`src/rtl/ro_puf_pkg.sv`:
```
// ro_puf_pkg: shared state encoding and constants for the RO PUF measurement stage
package ro_puf_pkg;
   typedef enum logic [1:0] {IDLE, MEASURE, COMPARE, DONE} ro_state_e;
   localparam int CNT_W_DEF = 16;
   localparam int SYNC_DEPTH = 2;
endpackage

```
`src/rtl/ro_puf_compare_edge_counter.sv`:
```
// ro_edge_counter: synchronizes one oscillator, detects rising edges and counts them with saturation
module ro_edge_counter import ro_puf_pkg::*; #(
   parameter int CNT_W = CNT_W_DEF
) (
   input  logic             clk,
   input  logic             rst,
   input  logic             ro,
   input  logic             clr,
   input  logic             en,
   output logic [CNT_W-1:0] count,
   output logic             sat
);
   logic [SYNC_DEPTH-1:0] sync;
   logic prev;
   logic rise;
   assign rise = sync[SYNC_DEPTH-1] & ~prev;
   // synchronizer never stops so the first window cycle already sees a valid edge
   always_ff @(posedge clk) begin
      if (rst) begin
         sync <= '0;
         prev <= 1'b0;
      end else begin
         sync <= {sync[SYNC_DEPTH-2:0], ro};
         prev <= sync[SYNC_DEPTH-1];
      end
   end
   always_ff @(posedge clk) begin
      if (rst || clr) begin
         count <= '0;
         sat <= 1'b0;
      end else if (en && rise) begin
         if (&count) sat <= 1'b1;
         else count <= count + CNT_W'(1);
      end
   end
endmodule

```
`src/rtl/ro_puf_compare.sv`:
```
// ro_puf_compare: counts two ring-oscillator edges over a window and returns the comparison bit
module ro_puf_compare import ro_puf_pkg::*; #(
   parameter int WINDOW = 1024,
   parameter int CNT_W = CNT_W_DEF
) (
   input  logic             clk,
   input  logic             rst,
   input  logic             ro_a,
   input  logic             ro_b,
   input  logic             start,
   output logic             busy,
   output logic             resp_valid,
   input  logic             resp_ready,
   output logic             resp_bit,
   output logic             tie,
   output logic             sat,
   output logic [CNT_W-1:0] count_a,
   output logic [CNT_W-1:0] count_b
);
   localparam int WW = $clog2(WINDOW + 1);
   localparam logic [WW-1:0] LAST = WW'(WINDOW - 1);
   ro_state_e state;
   logic [WW-1:0] win;
   logic [CNT_W-1:0] cnt_a, cnt_b;
   logic sat_a, sat_b, clr, en;
   assign clr = (state == IDLE) && start;
   assign en = (state == MEASURE);
   ro_edge_counter #(.CNT_W(CNT_W)) u_a (
      .clk(clk), .rst(rst), .ro(ro_a), .clr(clr), .en(en), .count(cnt_a), .sat(sat_a)
   );
   ro_edge_counter #(.CNT_W(CNT_W)) u_b (
      .clk(clk), .rst(rst), .ro(ro_b), .clr(clr), .en(en), .count(cnt_b), .sat(sat_b)
   );
   always_ff @(posedge clk) begin
      if (rst) begin
         state <= IDLE;
         win <= '0;
         busy <= 1'b0;
         resp_valid <= 1'b0;
         resp_bit <= 1'b0;
         tie <= 1'b0;
         sat <= 1'b0;
         count_a <= '0;
         count_b <= '0;
      end else begin
         case (state)
            IDLE: if (start) begin
               state <= MEASURE;
               win <= '0;
               busy <= 1'b1;
            end
            MEASURE: begin
               win <= win + WW'(1);
               if (win == LAST) state <= COMPARE;
            end
            COMPARE: begin
               state <= DONE;
               resp_valid <= 1'b1;
               resp_bit <= cnt_a > cnt_b;
               tie <= cnt_a == cnt_b;
               sat <= sat_a | sat_b;
               count_a <= cnt_a;
               count_b <= cnt_b;
            end
            DONE: if (resp_ready) begin
               state <= IDLE;
               busy <= 1'b0;
               resp_valid <= 1'b0;
            end
            default: state <= IDLE;
         endcase
      end
   end
endmodule
```
`config.mk`:
```
export PLATFORM = sky130hd
export DESIGN_NAME = ro_puf_compare
export DESIGN_NICKNAME = d
export VERILOG_FILES = /design/src/rtl/ro_puf_pkg.sv /design/src/rtl/ro_puf_compare_edge_counter.sv /design/src/rtl/ro_puf_compare.sv
export SDC_FILE = /design/constraint.sdc
export NUM_CORES = 1
export LEC_CHECK = 0
export ABC_AREA = 1
export CORE_MARGIN = 5
export CORE_UTILIZATION = 25
export DETAILED_ROUTE_END_ITERATION = 10
export SLEW_MARGIN = 15
export SYNTH_ARGS = -nofsm -noshare
export SYNTH_HDL_FRONTEND = slang
export SYNTH_HIERARCHICAL = 1
export SYNTH_SLANG_ARGS = --single-unit
export TNS_END_PERCENT = 100
```
`constraint.sdc`:
```
create_clock -name clk -period 4.2 [get_ports clk]
set_clock_uncertainty 0.15 [all_clocks]
set_input_delay 1.05 -clock clk [delete_from_list [all_inputs] [get_ports clk]]
set_output_delay 1.05 -clock clk [all_outputs]
set_load 0.01 [all_outputs]
```
==> results.yml, run 1 <==
placement:
  hpwl_mm: 8.415
  portBuffers: 42
  gp_congestion: 0.7999
power_and_ir_drop:
  clkPwrFrac: 0.320
  p_int_mw: 1.776
  p_sw_frac: 0.3291
  leakage_nw: 2.082
  p_total_mw: 2.647
  power_switching_mw: 0.8712
  pwr-share-seq: 0.398
  ir_drop_uv: 232.6
  power_density_nw_per_um2: 454.6
  power_frac_comb: 0.282
die:
  die_y_um: 149.7
  chipWidth_um: 149.7
  initial_utilization: 0.2523
  dieArea_um2: 22410
  ios: 43
  coreArea_um2: 19330
  rows: 51
global_routing:
  overflow: 0
  grt_pass1_wl_mm: 18.87
  antenna_found_initial: 0
  grt_pass1_vias: 3806
  grt_util_all_layers: 0.1043
  grt_max_degree: 52
synth:
  yosys_warnings: 6
  ys_types: 33
  synthCells: 639
  syn_nets: 668
  synth_area_um2: 4878
  synth_ff_type: "dfxtp_1"
  yosysSeqAreaShare: 0.3693
  async_flop_share: 0
  ys_ff_latch: 90
  synth-edff-count: 0
  syn_area_per_cell_um2: 7.634
detailed_routing:
  routed_wl_mm: 11.37
  drtIter0Drc: 206
  antenna_left: 0
  vias: 4044
  drtPass1Iterations: 4
  vias_per_cell: 4.284
  drc: 0
  routedWlPerCell_um: 12.04
setup_path:
  critPathRequiredTime_ps: 4330
  crit_family: "buffers and inverters"
  critPathLaunchType: "input pin"
  end_kind: "register"
  cp_max_fo: 36
  path_buf_inv: 3
  reg2regPathDepth: 7
  r2r-end: "u_b/count[12]"
  rrSetupSlack_ps: 1960
  r2r-start: "state[0]"
  critPathKind: "input pin to register"
  critical_path.max_stage_delay_ps: 680
  path_cells: "clkdlybuf4s50_1 > buf_4 > inv_1 > o21ai_0 > nor2_1"
  cp.arrival_ps: 2920
  slowest_stage: "inv_1"
sta:
  whs_ps: 255.5
  finalCriticalPeriod_ps: 2782
  slew_violations: 0
  maxClockFrequency_mhz: 359.4
  setup_tns_ps: 0
  rsz0062_at_grt: "no"
  post-route-period-util: 0.6624
  setup_viol: 0
  worstMarginPinSlew_ps: 939.5
  slew-limit-headroom: 0.3730
  hold_viol: 0
cts:
  root_buffer: "clkbuf_16"
  clk_latency_ps: 350
  cts_max_level: 3
  clock-sinks: 90
  clk_pin_slew_worst_paths_ps: 70
  cts_buffers: 9
  clockBufferDepth: 2
  postCtsSetupBuffers: 0
  cts_tree: "done"
  post_cts_resized: 0
  hold_buffers: 0
finish:
  diodes: 0
  final_nets: 703
  area_growth_pct: 19.36
  n_fill_cell: 2064
  drive_above_1_share: 0.1841
hold_path:
  hold_end: "u_b/sync[1]"
  hp-class: "register to register"
  hold_path_depth: 2
  min_from: "u_b/sync[0]"
job:
  max_cap_viol_count: 0
run_status:
  status: "finished, final reports clean"
-- worst reg2reg max path, stage by stage (launching register included) --
cell	delay [ps]
dfxtp_1	370
inv_1	90
ha_1	270
nand2_1	140
inv_1	100
nor2_1	360
inv_1	410
nor3_1	270
-- routing by layer --
layer,global-route usage,up-vias,share of wire,wire (µm)
met5,0,-,0,0
met4,0.02196,0,0.0092,104
met3,0.03028,8,0.051,585
met2,0.1631,58,0.44,4991
met1,0.1434,1823,0.50,5684
li1,-,2155,-,-
-- power groups by stage --
stage                     sequential, mW  combinational (mW)  clock [mW]
final                               1.05               0.747       0.847
after global routing                1.07               0.831       0.909
after CTS                           1.06               0.763       0.871
after detailed placement            1.07               0.759           0
after global placement              1.08               0.751           0
after floorplan                     1.11               0.396           0
-- how the worst max path moves through the flow --
stage	start	end	slack, ps	cells after the start
floorplan	start	u_a/sat	2080	6
global placement	rst	count_b[14]	1010	5
detailed placement	rst	state[0]	990	5
CTS	rst	count_b[8]	1370	5
global route	rst	count_b[8]	1110	5
finish	rst	count_a[9]	1420	5
-- cell usage in the layout (no fill, tap or decap), types with 22 or more instances in the layout --
master	instances
dfxtp_1	90
nand2_1	89
clkdlybuf4s50_1	42
nand3_1	37
nor2_1	90
a21oi_1	43
o21ai_0	41
a21oi_2	22
inv_1	61
ha_1	23
nand2_2	34
-- metrics by stage --
step           setup WS (ps)  cells  cell area, µm²    util
2_1_floorplan           2083    639            4878       -
3_3_place_gp            1005    928            5513  0.2851
3_5_place_dp           992.7    928            5513  0.2851
4_1_cts                 1374    944            5823  0.3012
5_1_grt                 1111    944            5823  0.3012
6_report                1418    944            5823  0.3012
-- synthesized netlist by cell type (9+ instances only) --
cell type / number / area, µm²
nor2_4: 14 / 157.7
inv_1: 61 / 229.0
nand3_1: 37 / 185.2
nand2_1: 89 / 334.1
nand4_1: 13 / 81.33
nand2_2: 34 / 212.7
a21oi_1: 43 / 215.2
nand3_2: 15 / 150.1
a21oi_2: 22 / 192.7
xor2_1: 9 / 78.83
clkbuf_1: 12 / 45.04
dfxtp_1: 90 / 1802
o21ai_0: 41 / 205.2
nor2_1: 90 / 337.8
ha_1: 23 / 287.8
-- cells by family (layout without fill, tap and decap cells) --
group | after synthesis | after routing | share of synthesized area
flip-flops | 90 | 90 | 0.3693
buffers and inverters | 89 | 129 | 0.08079
adder cells (fa/ha/maj) | 23 | 23 | 0.05899
XOR/XNOR | 13 | 13 | 0.02334
AO/OA/AOI/OAI | 112 | 112 | 0.1372
AND/OR/NAND/NOR | 312 | 312 | 0.3303
-- layout make-up --
cell class                 count  area [µm²]  area share
multi-input combinational    460        2683      0.4607
sequential                    90        1802      0.3094
timing repair buffer          44       435.4     0.07477
tap                          265       331.6     0.05694
inverter                      69       261.5     0.04491
clock buffer                  10       239.0     0.04104
clock inverter                 6       71.32     0.01225
-- flip-flops by register name, indices dropped and copies added, names as in the netlist, 2 cells and up --
signal / count
state: 2
u_a/count: 16
count_a: 16
u_a/sync: 2
count_b: 16
win: 11
u_b/sync: 2
u_b/count: 16
No activity file was read; power rests on OpenSTA's default activity.
==> run 2, diff against run 1 <==
clock period = 2.54 ns   (was 4.2 ns; I/O delays follow)
==> results.yml, run 2 (same netlist as run 1, synthesis figures left out) <==
run_status:
  status: "finished, final reports clean"
cts:
  clock-sinks: 90
  root_buffer: "clkbuf_16"
  clk_pin_slew_worst_paths_ps: 70
  clk_latency_ps: 350
  clockBufferDepth: 2
  postCtsSetupBuffers: 0
  cts_buffers: 9
  hold_buffers: 0
  post_cts_resized: 0
  cts_tree: "done"
  cts_max_level: 3
sta:
  maxClockFrequency_mhz: 472.0
  slew-limit-headroom: 0.5061
  worst_slack_ps: 421.3
  worstMarginPinSlew_ps: 740.7
  setup_viol: 0
  slew_violations: 0
  hold_viol: 0
  setup_tns_ps: 0
  post-route-period-util: 0.8341
  whs_ps: 256.4
  finalCriticalPeriod_ps: 2119
  rsz0062_at_grt: "no"
global_routing:
  antenna_found_initial: 0
  grt_pass1_wl_mm: 19.30
  grt_util_all_layers: 0.1071
  overflow: 0
  grt_pass1_vias: 3844
  grt_max_degree: 52
power_and_ir_drop:
  clkPwrFrac: 0.298
  ir_drop_uv: 372.7
  power_frac_comb: 0.299
  pwr-share-seq: 0.403
  leakage_nw: 2.112
  p_sw_frac: 0.3351
  power_density_nw_per_um2: 731.7
  p_int_mw: 2.861
  power_switching_mw: 1.442
setup_path:
  rrSetupSlack_ps: 420
  cpMostUsedCell: "nor2_4"
  cp.arrival_ps: 2250
  path_cells: "inv_1 > ha_1 > nand2_1 > nor2_4 > inv_2 > nor2_4 > buf_4 > nand2_2 > a21oi_2"
  slowest_stage: "dfxtp_1"
  r2r-start: "state[1]"
  reg2regPathDepth: 9
  critPathKind: "register to register"
  critical_path.max_stage_delay_ps: 330
  critPathLaunchType: "register"
  cp-endpoint: "u_b/count[3]"
  cp_max_fo: 10
  critPathRequiredTime_ps: 2670
  end_kind: "register"
  crit_start: "state[1]"
  r2r-end: "u_b/count[3]"
placement:
  gp_congestion: 0.7812
  pre_cts_ws_ps: 186.3
  hpwl_mm: 8.551
  portBuffers: 42
die:
  coreArea_um2: 19330
  initial_utilization: 0.2523
  die_y_um: 149.7
  chipWidth_um: 149.7
  ios: 43
  dieArea_um2: 22410
  rows: 51
finish:
  area_growth_pct: 20.54
  final_nets: 712
  n_fill_cell: 2110
  drive_above_1_share: 0.1948
  layout_common_cells: "nor2_1 (90), dfxtp_1 (90), nand2_1 (89)"
  diodes: 0
hold_path:
  hold_path_depth: 2
  hp-class: "register to register"
detailed_routing:
  drtIter0Drc: 217
  routed_wl_mm: 11.59
  vias: 4090
  drtPass1Iterations: 5
  antenna_left: 0
  drc: 0
  routedWlPerCell_um: 12.17
  vias_per_cell: 4.292
job:
  max_cap_viol_count: 0
==> run 2: worst min path at each step <==
stage / endpoint / slack (ps) / start
after CTS: u_b/sync[1] / 260 / u_b/sync[0]
after floorplan: u_a/sync[1] / 240 / u_a/sync[0]
after global placement: u_b/sync[1] / 250 / u_b/sync[0]
after detailed placement: u_b/sync[1] / 250 / u_b/sync[0]
final: u_b/sync[1] / 260 / u_b/sync[0]
after global routing: u_b/sync[1] / 270 / u_b/sync[0]
==> run 2: layer usage <==
metal | global-route usage | vias to the layer above | share of wire
met5 | 0 | - | 0
met4 | 0.03202 | 0 | 0.012
met3 | 0.02574 | 9 | 0.046
met2 | 0.1649 | 64 | 0.44
met1 | 0.1486 | 1848 | 0.50
li1 | - | 2169 | -
==> run 2: layout make-up <==
cell class | count | area, µm² | share of cell area
inverters | 69 | 261.5 | 0.04447
clock buffers | 10 | 239.0 | 0.04064
flip-flops and latches | 90 | 1802 | 0.3064
clock inverters | 6 | 48.80 | 0.008298
repair buffers | 53 | 515.5 | 0.08766
multi-input cells | 460 | 2683 | 0.4562
well taps | 265 | 331.6 | 0.05638
==> run 2: stage by stage <==
| step | util | cells | cell area, µm² | power, mW |
|---|---|---|---|---|
| global placement | 0.2893 | 937 | 5593 | 3.059 |
| detailed placement | 0.2893 | 937 | 5593 | 3.066 |
| floorplan | - | 639 | 4878 | 2.490 |
| global route | 0.3041 | 953 | 5881 | 4.596 |
| CTS | 0.3041 | 953 | 5881 | 4.382 |
| finish | 0.3041 | 953 | 5881 | 4.303 |
==> run 2: power by group through the flow <==
stage / Clock [mW] / Sequential [mW] / Combinational [mW]
final: 1.28 / 1.73 / 1.29
after global placement: 0 / 1.77 / 1.29
after detailed placement: 0 / 1.77 / 1.30
after CTS: 1.34 / 1.74 / 1.31
after floorplan: 0 / 1.83 / 0.655
after global routing: 1.39 / 1.76 / 1.45
==> run 2: critical path, delay by kind of cell (launching register included) <==
| family | cells | cell delay (ps) |
|---|---|---|
| simple gates | 4 | 720 |
| buf+inv | 3 | 410 |
| flops | 1 | 330 |
| fa+ha+maj | 1 | 330 |
| compound gates | 1 | 100 |
==> run 3, diff against run 2 <==
clock period = 1.8 ns   (was 2.54 ns; I/O delays follow)
==> results.yml, run 3 (same netlist as run 1, synthesis figures left out) <==
cts:
  postCtsSetupBuffers: 0
  cts_buffers: 9
  clockBufferDepth: 2
  cts_max_level: 3
  hold_buffers: 0
  root_buffer: "clkbuf_16"
  clk_latency_ps: 350
  clk_pin_slew_worst_paths_ps: 70
  cts_tree: "done"
  clock-sinks: 90
global_routing:
  antenna_found_initial: 0
  overflow: 0
  grt_max_degree: 45
  grt_pass1_vias: 3995
  grt_pass1_wl_mm: 19.98
  grt_util_all_layers: 0.1114
sta:
  slew-limit-headroom: 0.7921
  finalCriticalPeriod_ps: 1686
  setup_viol: 0
  setup_tns_ps: 0
  worst_slack_ps: 113.7
  hold_viol: 0
  rsz0062_at_grt: "no"
  post-route-period-util: 0.9368
  worstMarginPinSlew_ps: 311.6
  maxClockFrequency_mhz: 593.0
  slew_violations: 0
power_and_ir_drop:
  power_density_nw_per_um2: 1001
  p_total_mw: 6.289
  pwr-share-seq: 0.389
  p_int_mw: 4.184
  power_frac_comb: 0.299
  power_switching_mw: 2.105
  clkPwrFrac: 0.312
  p_sw_frac: 0.3348
  leakage_nw: 2.524
  ir_drop_uv: 509.4
detailed_routing:
  vias: 4227
  routed_wl_mm: 11.94
  drc: 0
  drtIter0Drc: 197
  drtPass1Iterations: 4
  vias_per_cell: 4.240
  antenna_left: 0
  routedWlPerCell_um: 11.98
die:
  chipWidth_um: 149.7
  die_y_um: 149.7
  ios: 43
  dieArea_um2: 22410
  coreArea_um2: 19330
  rows: 51
  initial_utilization: 0.2523
finish:
  layout_common_cells: "nand2_1 (89), nor2_1 (87), dfxtp_1 (86)"
  fin_cells: 997
  final_common_cell: "nand2_1"
  final_area_um2: 6282
  multi_input_area_um2: 2720
  regArea_um2: 1807
  n_fill_cell: 2074
  diodes: 0
  area_growth_pct: 28.78
  drive_above_1_share: 0.2609
  final_nets: 756
hold_path:
  min_from: "u_b/sync[0]"
  hold_end: "u_b/sync[1]"
  hp-class: "register to register"
  hold_path_depth: 2
setup_path:
  r2r-end: "u_a/count[13]"
  rrSetupSlack_ps: 110
  cp.arrival_ps: 1780
  cp_max_fo: 4
  critPathKind: "register to register"
  critPathLaunchType: "register"
  r2r-start: "u_a/count[0]"
  end_kind: "register"
  critPathRequiredTime_ps: 1890
  reg2regPathDepth: 9
placement:
  portBuffers: 42
  pre_cts_ws_ps: -144.5
  gp_congestion: 0.8436
  place_inst: 981
  place_area_um2: 5973
  hpwl_mm: 9.060
job:
  max_cap_viol_count: 0
run_status:
  status: "finished, final reports clean"
==> run 3: cell count changes in the layout (fill, tap and decap cells not counted), moves of 3 or more <==
cell,before,now
dlygate4sd2_1,0,37
nor2_1,90,87
buf_12,1,5
buf_4,10,50
dfxtp_1,90,86
dfxtp_2,0,4
ha_1,23,19
clkdlybuf4s50_1,42,5
nor2_2,7,10
==> run 3: worst max path at each step <==
| stage | from | end |
|---|---|---|
| CTS | state[1] | u_a/count[7] |
| global route | win[1] | win[10] |
| finish | u_a/count[0] | u_a/count[13] |
| global placement | start | win[7] |
| detailed placement | start | win[7] |
| floorplan | state[0] | u_a/sat |
==> run 3: timing repair <==
item	in CTS	in global routing
setup endpoints to repair	37	43
resized for setup	37	15
hold endpoints to repair	0	0
==> run 3: power by group through the flow <==
stage	Combinational (mW)	Sequential, mW	Clock (mW)
final	1.88	2.45	1.96
after global routing	2.10	2.49	2.11
after CTS	1.86	2.44	2.03
after detailed placement	2.01	2.49	0
after global placement	2.00	2.49	0
after floorplan	0.925	2.59	0
==> run 3: cell type report <==
cell class,instances,share of cell area
Multi-Input combinational cell,460,0.4330
Sequential cell,90,0.2876
Timing Repair Buffer,97,0.1352
Tap cell,265,0.05278
Inverter,69,0.04163
Clock buffer,9,0.03585
Clock inverter,7,0.01394
==> run 3: per-layer routing <==
| layer | routed length [µm] | track usage |
|---|---|---|
| met1 | 6034 | 0.1578 |
| met2 | 5286 | 0.1704 |
| met3 | 477 | 0.02635 |
| met4 | 141 | 0.02882 |
| met5 | 0 | 0 |
==> run 3: worst max-delay path: stages, from the launching register on <==
cell,delay [ps]
dfxtp_1,390
ha_2,240
nand2_2,70
nor2_4,130
nand2_2,90
nor2_4,130
nor2_4,50
buf_4,140
a21oi_1,120
nor2_1,70
==> run 3: per-stage QoR <==
step | util | hold slack (ps)
5_1_grt | 0.3249 | 280.6
2_1_floorplan | - | 238.3
3_5_place_dp | 0.3089 | 252.1
6_report | 0.3249 | 258.8
4_1_cts | 0.3227 | 261.6
3_3_place_gp | 0.3089 | 241.5
